<file path="src/rtl/core_decode_pipe.sv">
`default_nettype none
// ============================================================================
// Module   : core_decode_pipe
// Desc     : RV32I instruction decoder feeding a DEPTH-entry circular buffer
//            of decoded entries (op, register fields, immediate, pc, illegal
//            flag) with valid/ready handshakes on both sides and a flush.
//            Define DECODE_RV32M_EN to also decode the RV32M multiply/divide
//            group; without it those encodings are reported illegal.
// Revision : 1.0 - initial release
// ============================================================================
module core_decode_pipe #(
    parameter int PC_W  = 32,
    parameter int DEPTH = 2
) (
    input  logic            clk,
    input  logic            rst,
    input  logic            in_valid,
    output logic            in_ready,
    input  logic [31:0]     in_inst,
    input  logic [PC_W-1:0] in_pc,
    input  logic            flush,
    output logic            out_valid,
    input  logic            out_ready,
    output logic [5:0]      out_op,
    output logic [4:0]      out_rd,
    output logic [4:0]      out_rs1,
    output logic [4:0]      out_rs2,
    output logic [31:0]     out_imm,
    output logic [PC_W-1:0] out_pc,
    output logic            out_illegal,
    output logic [3:0]      occupancy
);

    localparam int         PTR_W        = $clog2(DEPTH);
    localparam logic [3:0] C_DEPTH      = 4'(DEPTH);
    localparam logic [5:0] C_OP_ILLEGAL = 6'd63;

    typedef struct packed {
        logic [5:0]      op;
        logic [4:0]      rd;
        logic [4:0]      rs1;
        logic [4:0]      rs2;
        logic [31:0]     imm;
        logic [PC_W-1:0] pc;
        logic            illegal;
    } entry_t;

    // ------------------------------------------------------------------
    // Field extraction and immediate formats
    // ------------------------------------------------------------------
    logic [6:0]  w_opcode;
    logic [2:0]  w_f3;
    logic [6:0]  w_f7;
    logic [31:0] w_imm_i;
    logic [31:0] w_imm_s;
    logic [31:0] w_imm_b;
    logic [31:0] w_imm_u;
    logic [31:0] w_imm_j;

    assign w_opcode = in_inst[6:0];
    assign w_f3     = in_inst[14:12];
    assign w_f7     = in_inst[31:25];
    assign w_imm_i  = {{20{in_inst[31]}}, in_inst[31:20]};
    assign w_imm_s  = {{20{in_inst[31]}}, in_inst[31:25], in_inst[11:7]};
    assign w_imm_b  = {{19{in_inst[31]}}, in_inst[31], in_inst[7],
                       in_inst[30:25], in_inst[11:8], 1'b0};
    assign w_imm_u  = {in_inst[31:12], 12'b0};
    assign w_imm_j  = {{11{in_inst[31]}}, in_inst[31], in_inst[19:12],
                       in_inst[20], in_inst[30:21], 1'b0};

    logic [5:0]  w_dec_op;
    logic [31:0] w_dec_imm;

    // Combinational decode of the incoming word into op index and immediate
    always_comb begin
        w_dec_op  = C_OP_ILLEGAL;
        w_dec_imm = '0;
        // opcode[1:0] must be 2'b11 for every listed opcode, so a compressed
        // or malformed word falls through to the illegal default.
        case (w_opcode)
            7'b0110111: begin w_dec_op = 6'd0; w_dec_imm = w_imm_u; end
            7'b0010111: begin w_dec_op = 6'd1; w_dec_imm = w_imm_u; end
            7'b1101111: begin w_dec_op = 6'd2; w_dec_imm = w_imm_j; end
            7'b1100111: begin
                if (w_f3 == 3'b000) w_dec_op = 6'd3;
                w_dec_imm = w_imm_i;
            end
            7'b1100011: begin
                case (w_f3)
                    3'b000:  w_dec_op = 6'd4;
                    3'b001:  w_dec_op = 6'd5;
                    3'b100:  w_dec_op = 6'd6;
                    3'b101:  w_dec_op = 6'd7;
                    3'b110:  w_dec_op = 6'd8;
                    3'b111:  w_dec_op = 6'd9;
                    default: w_dec_op = C_OP_ILLEGAL;
                endcase
                w_dec_imm = w_imm_b;
            end
            7'b0000011: begin
                case (w_f3)
                    3'b000:  w_dec_op = 6'd10;
                    3'b001:  w_dec_op = 6'd11;
                    3'b010:  w_dec_op = 6'd12;
                    3'b100:  w_dec_op = 6'd13;
                    3'b101:  w_dec_op = 6'd14;
                    default: w_dec_op = C_OP_ILLEGAL;
                endcase
                w_dec_imm = w_imm_i;
            end
            7'b0100011: begin
                case (w_f3)
                    3'b000:  w_dec_op = 6'd15;
                    3'b001:  w_dec_op = 6'd16;
                    3'b010:  w_dec_op = 6'd17;
                    default: w_dec_op = C_OP_ILLEGAL;
                endcase
                w_dec_imm = w_imm_s;
            end
            7'b0010011: begin
                case (w_f3)
                    3'b000:  w_dec_op = 6'd18;
                    3'b010:  w_dec_op = 6'd19;
                    3'b011:  w_dec_op = 6'd20;
                    3'b100:  w_dec_op = 6'd21;
                    3'b110:  w_dec_op = 6'd22;
                    3'b111:  w_dec_op = 6'd23;
                    3'b001:  if (w_f7 == 7'b0000000) w_dec_op = 6'd24;
                    3'b101: begin
                        if (w_f7 == 7'b0000000)      w_dec_op = 6'd25;
                        else if (w_f7 == 7'b0100000) w_dec_op = 6'd26;
                    end
                    default: w_dec_op = C_OP_ILLEGAL;
                endcase
                // Shift-immediates keep the raw 12-bit field, funct7 included.
                w_dec_imm = w_imm_i;
            end
            7'b0110011: begin
                if (w_f7 == 7'b0000000) begin
                    case (w_f3)
                        3'b000:  w_dec_op = 6'd27;
                        3'b001:  w_dec_op = 6'd29;
                        3'b010:  w_dec_op = 6'd30;
                        3'b011:  w_dec_op = 6'd31;
                        3'b100:  w_dec_op = 6'd32;
                        3'b101:  w_dec_op = 6'd33;
                        3'b110:  w_dec_op = 6'd35;
                        default: w_dec_op = 6'd36;
                    endcase
                end else if (w_f7 == 7'b0100000) begin
                    case (w_f3)
                        3'b000:  w_dec_op = 6'd28;
                        3'b101:  w_dec_op = 6'd34;
                        default: w_dec_op = C_OP_ILLEGAL;
                    endcase
                end
`ifdef DECODE_RV32M_EN
                else if (w_f7 == 7'b0000001) begin
                    w_dec_op = 6'd40 + {3'b000, w_f3};
                end
`endif
            end
            7'b0001111: begin
                if (w_f3 == 3'b000) w_dec_op = 6'd37;
                w_dec_imm = w_imm_i;
            end
            7'b1110011: begin
                // Only the two environment calls are supported; CSR forms
                // and other funct12 values are illegal.
                if (w_f3 == 3'b000 && in_inst[31:20] == 12'h000)      w_dec_op = 6'd38;
                else if (w_f3 == 3'b000 && in_inst[31:20] == 12'h001) w_dec_op = 6'd39;
                w_dec_imm = w_imm_i;
            end
            default: w_dec_op = C_OP_ILLEGAL;
        endcase
        if (w_dec_op == C_OP_ILLEGAL) w_dec_imm = '0;
    end

    entry_t w_entry_d;

    // Pack the decoded instruction into a buffer entry
    always_comb begin
        w_entry_d         = '0;
        w_entry_d.op      = w_dec_op;
        w_entry_d.rd      = in_inst[11:7];
        w_entry_d.rs1     = in_inst[19:15];
        w_entry_d.rs2     = in_inst[24:20];
        w_entry_d.imm     = w_dec_imm;
        w_entry_d.pc      = in_pc;
        w_entry_d.illegal = (w_dec_op == C_OP_ILLEGAL);
    end

    // ------------------------------------------------------------------
    // Circular buffer control
    // ------------------------------------------------------------------
    logic [PTR_W-1:0] wr_ptr_q;
    logic [PTR_W-1:0] wr_ptr_d;
    logic [PTR_W-1:0] rd_ptr_q;
    logic [PTR_W-1:0] rd_ptr_d;
    logic [3:0]       occupancy_q;
    logic [3:0]       occupancy_d;
    logic             w_accept;
    logic             w_retire;
    entry_t           mem_q [DEPTH];
    entry_t           w_head;

    // Next-state for pointers and occupancy; flush beats accept and retire
    always_comb begin
        w_accept    = in_valid && in_ready && !flush;
        w_retire    = out_valid && out_ready && !flush;
        wr_ptr_d    = wr_ptr_q;
        rd_ptr_d    = rd_ptr_q;
        occupancy_d = occupancy_q;
        if (flush) begin
            wr_ptr_d    = '0;
            rd_ptr_d    = '0;
            occupancy_d = '0;
        end else begin
            // DEPTH is a power of two, so natural pointer overflow wraps.
            if (w_accept) wr_ptr_d = wr_ptr_q + 1'b1;
            if (w_retire) rd_ptr_d = rd_ptr_q + 1'b1;
            case ({w_accept, w_retire})
                2'b10:   occupancy_d = occupancy_q + 4'd1;
                2'b01:   occupancy_d = occupancy_q - 4'd1;
                default: occupancy_d = occupancy_q;
            endcase
        end
    end

    // Pointer and occupancy registers, cleared asynchronously
    always_ff @(posedge clk or posedge rst) begin
        if (rst) begin
            wr_ptr_q    <= '0;
            rd_ptr_q    <= '0;
            occupancy_q <= '0;
        end else begin
            wr_ptr_q    <= wr_ptr_d;
            rd_ptr_q    <= rd_ptr_d;
            occupancy_q <= occupancy_d;
        end
    end

    // Entry storage; contents are only observed through a valid head
    always_ff @(posedge clk) begin
        if (w_accept) mem_q[wr_ptr_q] <= w_entry_d;
    end

    assign w_head = mem_q[rd_ptr_q];

    // Handshake and head outputs; an empty buffer presents the idle values
    always_comb begin
        occupancy   = occupancy_q;
        out_valid   = (occupancy_q != 4'd0);
        in_ready    = (occupancy_q < C_DEPTH);
        out_op      = C_OP_ILLEGAL;
        out_rd      = '0;
        out_rs1     = '0;
        out_rs2     = '0;
        out_imm     = '0;
        out_pc      = '0;
        out_illegal = 1'b0;
        if (occupancy_q != 4'd0) begin
            out_op      = w_head.op;
            out_rd      = w_head.rd;
            out_rs1     = w_head.rs1;
            out_rs2     = w_head.rs2;
            out_imm     = w_head.imm;
            out_pc      = w_head.pc;
            out_illegal = w_head.illegal;
        end
    end

endmodule
`default_nettype wire

</file>
<file path="config.mk">
export PLATFORM = sky130hd
export DESIGN_NAME = core_decode_pipe
export DESIGN_NICKNAME = d
export VERILOG_FILES = /design/src/rtl/core_decode_pipe.sv
export SDC_FILE = /design/constraint.sdc
export NUM_CORES = 1
export LEC_CHECK = 0
export CAP_MARGIN = 20
export CELL_PAD_IN_SITES_DETAIL_PLACEMENT = 0
export CELL_PAD_IN_SITES_GLOBAL_PLACEMENT = 2
export CORE_MARGIN = 2
export CORE_UTILIZATION = 30
export DETAILED_ROUTE_END_ITERATION = 7
export PLACE_DENSITY_LB_ADDON = 0.15
export SLEW_MARGIN = 20
export SYNTH_ARGS = -nofsm -noshare
export SYNTH_HDL_FRONTEND = slang
export SYNTH_SLANG_ARGS = --single-unit
</file>
<file path="constraint.sdc">
create_clock -name clk -period 13.4 [get_ports clk]
set_input_delay 2.68 -clock clk [delete_from_list [all_inputs] [get_ports clk]]
set_output_delay 2.68 -clock clk [all_outputs]
set_load 0.05 [all_outputs]
</file>
==> results.md <==
Synth:
- The total standard cell area after synthesis is 8250 um^2.
- The mean cell area of the mapped netlist is 13.0 um^2.
- After synthesis, the netlist uses just over 60 different library cells.
- The number of synthesis warnings is 0.
- The fraction of the yosys area taken by sequential cells is between 60% and 70%.
- The share of flip-flops with an asynchronous set or reset is under 10%.
- Yosys mapped a number of flops with a built-in enable equal to 172.
- The cell count after synthesis is 637.
- The post-synthesis register bit count is roughly 180.
- The number of nets in the synthesized netlist is 709.
- For this run, the leading register cell type out of synthesis is edfxtp_1.

Global route:
- The initial antenna violation count came to 0.
- Global routing finished with a remaining overflow of 0.
- Entering global routing, the biggest net connects 61 pins.
- Global routing consumed, over all layers together, 15.8% of the routing resources.
- The number of global-route vias before repair is 5,844.
- The global-route wire length before repair is 34.8 mm.

Critical path:
- The delay of the slowest cell on the worst path is approximately 0.92 ns.
- The critical path's slowest cell is buf_4.
- The data arrival time of the critical path is 3.50 ns.
- The worst register-to-register path ends at mem_q[1][57].
- The worst setup path is captured at a primary output.
- The startpoint identified for the worst register-to-register timing path is occupancy[2].
- The data required time of the worst path is 10.72 ns.
- The critical path startpoint category is a register.
- The setup slack of the worst register-to-register path is 10.32 ns.
- The critical setup path kind is register to primary output.
- The maximum net fanout on the critical path is 60.
- The length in cells of the worst reg-to-reg path is 3.
- The signal on the critical path passes through buf_4, mux2i_1, nor2_1, clkdlybuf4s50_1.

Drt:
- The residual antenna-violating net count after detailed routing is 0.
- The number of violations reported at the end of detailed-routing iteration 0 is 323.
- The first detailed-routing pass ran for 4 iterations.
- Dividing the detail-routed via count by the number of cells gives 4.94.
- The total detailed-routing wirelength is roughly 23 mm.
- Dividing the detail-routed wire length by the instance count gives 20.1 um.
- The number of design rule violations left after detail routing is 0.
- The routed layout has 5,617 vias.

Timing:
- The transition time at the pin with the least slew margin is 1.12 ns.
- The aggregate negative setup slack is 0 ns.
- Setup violations remaining at the end of the flow were counted as 0.
- Setup repair after global routing left no endpoint under its margin.
- The number of hold violations in the final report is 0.
- Clock skew on the completed layout was measured at approximately 0.016 ns.
- Headroom to the max-slew limit came out at 25.3%.
- The minimum hold slack is 0.623 ns.
- The clock period minus final worst setup slack is slightly above 6 ns.
- The max-slew violation total from the final report is 0.
- Static timing analysis puts the maximum clock frequency at 162 MHz.
- The period utilization is 46.1%.

Clocking:
- The clock latency reported for the late side of the worst-skew pair is 0.42 ns.
- Once the clock tree was built, the resizer swapped 0 gates to a different size.
- The longest clock path from root to sink contains 2 buffers.
- Counting every sink on the clock net gives 178.
- Clock-pin slew was measured on the worst setup and hold paths at 0.08 ns.
- The total of hold buffers inserted after clock tree synthesis is 0.
- The clock tree root driver cell is clkbuf_16.
- In this run the post-CTS setup repair buffer count came out at 0.
- The CTS H-tree depth is 4.
- TritonCTS built the clock tree.
- The number of buffers created by CTS is 17.

Finish:
- Relative to the synthesized area, the layout overhead comes to 31.1%.
- The antenna diode count is 0.
- In the final layout, the multi-input gates occupy 2710 um^2.
- Registers take 5320 um^2.
- The most frequent standard cell in the layout excluding fill and tap cells is edfxtp_1.
- Fill cells in the final layout number 2,610.
- For this run, the share of the core covered by cells in the final layout is approximately two fifths.
- The share of post-route cells with drive strength above 1 is 7.78%.
- The library cells used most frequently in the layout, excluding fill and tap cells, are 172 x edfxtp_1, 160 x clkdlybuf4s50_1, 100 x nor2_1, 86 x mux2i_1, 43 x nand2_1.
- The final layout contains 856 nets.
- The cell area after layout is 10,800 um^2.

Flow run:
- The tool flagged a number of max-cap violations equal to 0.

Placed design:
- The sum of net half-perimeters after detailed placement is 15.9 mm.
- The global placement routability congestion is 0.805.
- After detailed placement, the total cell area comes to 10,200 um^2.
- The count of input and output buffers is 160.

Hold path:
- The worst hold path depth is 2.
- The worst min-delay path endpoint is wr_ptr_q.
- The worst min-delay path class is register to register.
- In this run the most critical hold path is launched from wr_ptr_q.

Floorplan:
- The chip width is about 170 um.
- The floorplan die height is ~170 um.
- The core region area is 27,000 um^2.
- The floorplan step defined a die boundary enclosing 28,800 um^2.
- 161 I/O pins were placed.
- Row generation in the floorplan step produced 60 rows.
- The initial cell density of the core is 30.6%.

Power:
- For this design the ratio of total power to cell area is about 240 nW/um^2.
- The leakage component of the power is 3.51 nW.
- Across the VDD grid, the largest voltage drop is 0.000168 V.
- The total power is around 2.6 mW.

Status:
- The run finished with clean final reports.
[worst max-delay path, delay by kind of cell (launching register included)]
kind	cells	cell delay, ns
buffers and inverters	2	1.79
AND/OR/NAND/NOR	1	0.17
multiplexers	1	0.28
flip-flops	1	0.75
[logic make-up after synthesis]
kind of cell	Yosys count	share of synthesized area [%]
simple gates	195	10.9
buf+inv	59	3.02
compound gates	105	9.49
xor+xnor	10	1.06
flops	178	64.4
mux	87	10.6
fa+ha+maj	3	0.546
[power by group]
part | internal [mW] | switching [mW]
Clock | 0.266 | 0.232
Sequential | 0.690 | 0.0454
Combinational | 0.422 | 0.922
[worst max-delay path by stage]
stage	from	end	slack (ns)	cells past startpoint
after floorplan	in_valid	mem_q[1][0]	3.24	3
after global placement	in_inst[13]	mem_q[0][64]	7.20	6
after detailed placement	in_inst[6]	mem_q[1][64]	7.08	6
after CTS	rd_ptr_q	out_imm[11]	7.15	4
after global routing	rd_ptr_q	out_imm[11]	7.04	4
final	rd_ptr_q	out_imm[11]	7.22	4
[registers in the layout (all words and copies together), names as in the netlist]
| signal | flops |
|---|---|
| occupancy | 4 |
| mem_q | 172 |
| wr_ptr_q | 1 |
| rd_ptr_q | 1 |
[per-stage QoR]
stage	worst slack, ns	instances
5_1_grt	7.04	1138
6_report	7.22	1138
3_3_place_gp	7.20	1105
3_5_place_dp	7.08	1105
2_1_floorplan	3.24	637
4_1_cts	7.15	1137
[layer usage]
| metal | up-vias | GRT usage, % | part of all wire (%) | wire length (um) |
|---|---|---|---|---|
| li1 | 2674 | - | - | - |
| met1 | 2811 | 21.1 | 46 | 10600 |
| met2 | 125 | 27.3 | 49 | 11300 |
| met3 | 7 | 2.35 | 3.6 | 816 |
| met4 | 0 | 3.38 | 0.66 | 151 |
| met5 | - | 0 | 0 | 0 |
[cell type report]
type / count / share of cell area, %
inverter: 16 / 0.555
multi-input combinational: 400 / 25.1
timing repair buffer: 171 / 15.8
clock inverter: 15 / 1.53
clock buffer: 17 / 3.93
sequential: 178 / 49.2
tap: 341 / 3.95
[cell usage after synthesis (2+ instances only)]
| cell type | number | area [um^2] |
|---|---|---|
| edfxtp_1 | 172 | 5160 |
| nor2_1 | 100 | 375 |
| mux2i_1 | 86 | 861 |
| nand2_1 | 43 | 161 |
| a22oi_1 | 27 | 203 |
| clkbuf_1 | 23 | 86.3 |
| inv_1 | 16 | 60.1 |
| a21oi_1 | 15 | 75.1 |
| o21ai_0 | 14 | 70.1 |
| buf_2 | 13 | 65.1 |
| nor3_1 | 11 | 55.1 |
| a211oi_1 | 10 | 75.1 |
| dfrtp_1 | 6 | 150 |
| nand2b_1 | 6 | 37.5 |
| xor2_1 | 6 | 52.6 |
| a21o_1 | 5 | 37.5 |
| buf_1 | 5 | 18.8 |
| and2_1 | 4 | 25.0 |
| nand3_1 | 4 | 20.0 |
| o211ai_1 | 4 | 30.0 |
| xnor2_1 | 4 | 35.0 |
| a211o_1 | 3 | 26.3 |
| a221oi_1 | 3 | 26.3 |
| nand4_1 | 3 | 18.8 |
| nor4_1 | 3 | 18.8 |
| o2111ai_1 | 3 | 26.3 |
| o21ai_1 | 3 | 15.0 |
| or2_2 | 3 | 18.8 |
| or3_1 | 3 | 18.8 |
| a2111oi_0 | 2 | 17.5 |
| a31oi_1 | 2 | 12.5 |
| ha_1 | 2 | 25.0 |
| nor2b_1 | 2 | 12.5 |
| nor3b_1 | 2 | 15.0 |
| nor3b_2 | 2 | 25.0 |
| o22ai_1 | 2 | 12.5 |
(Power assumes the default switching activity.)
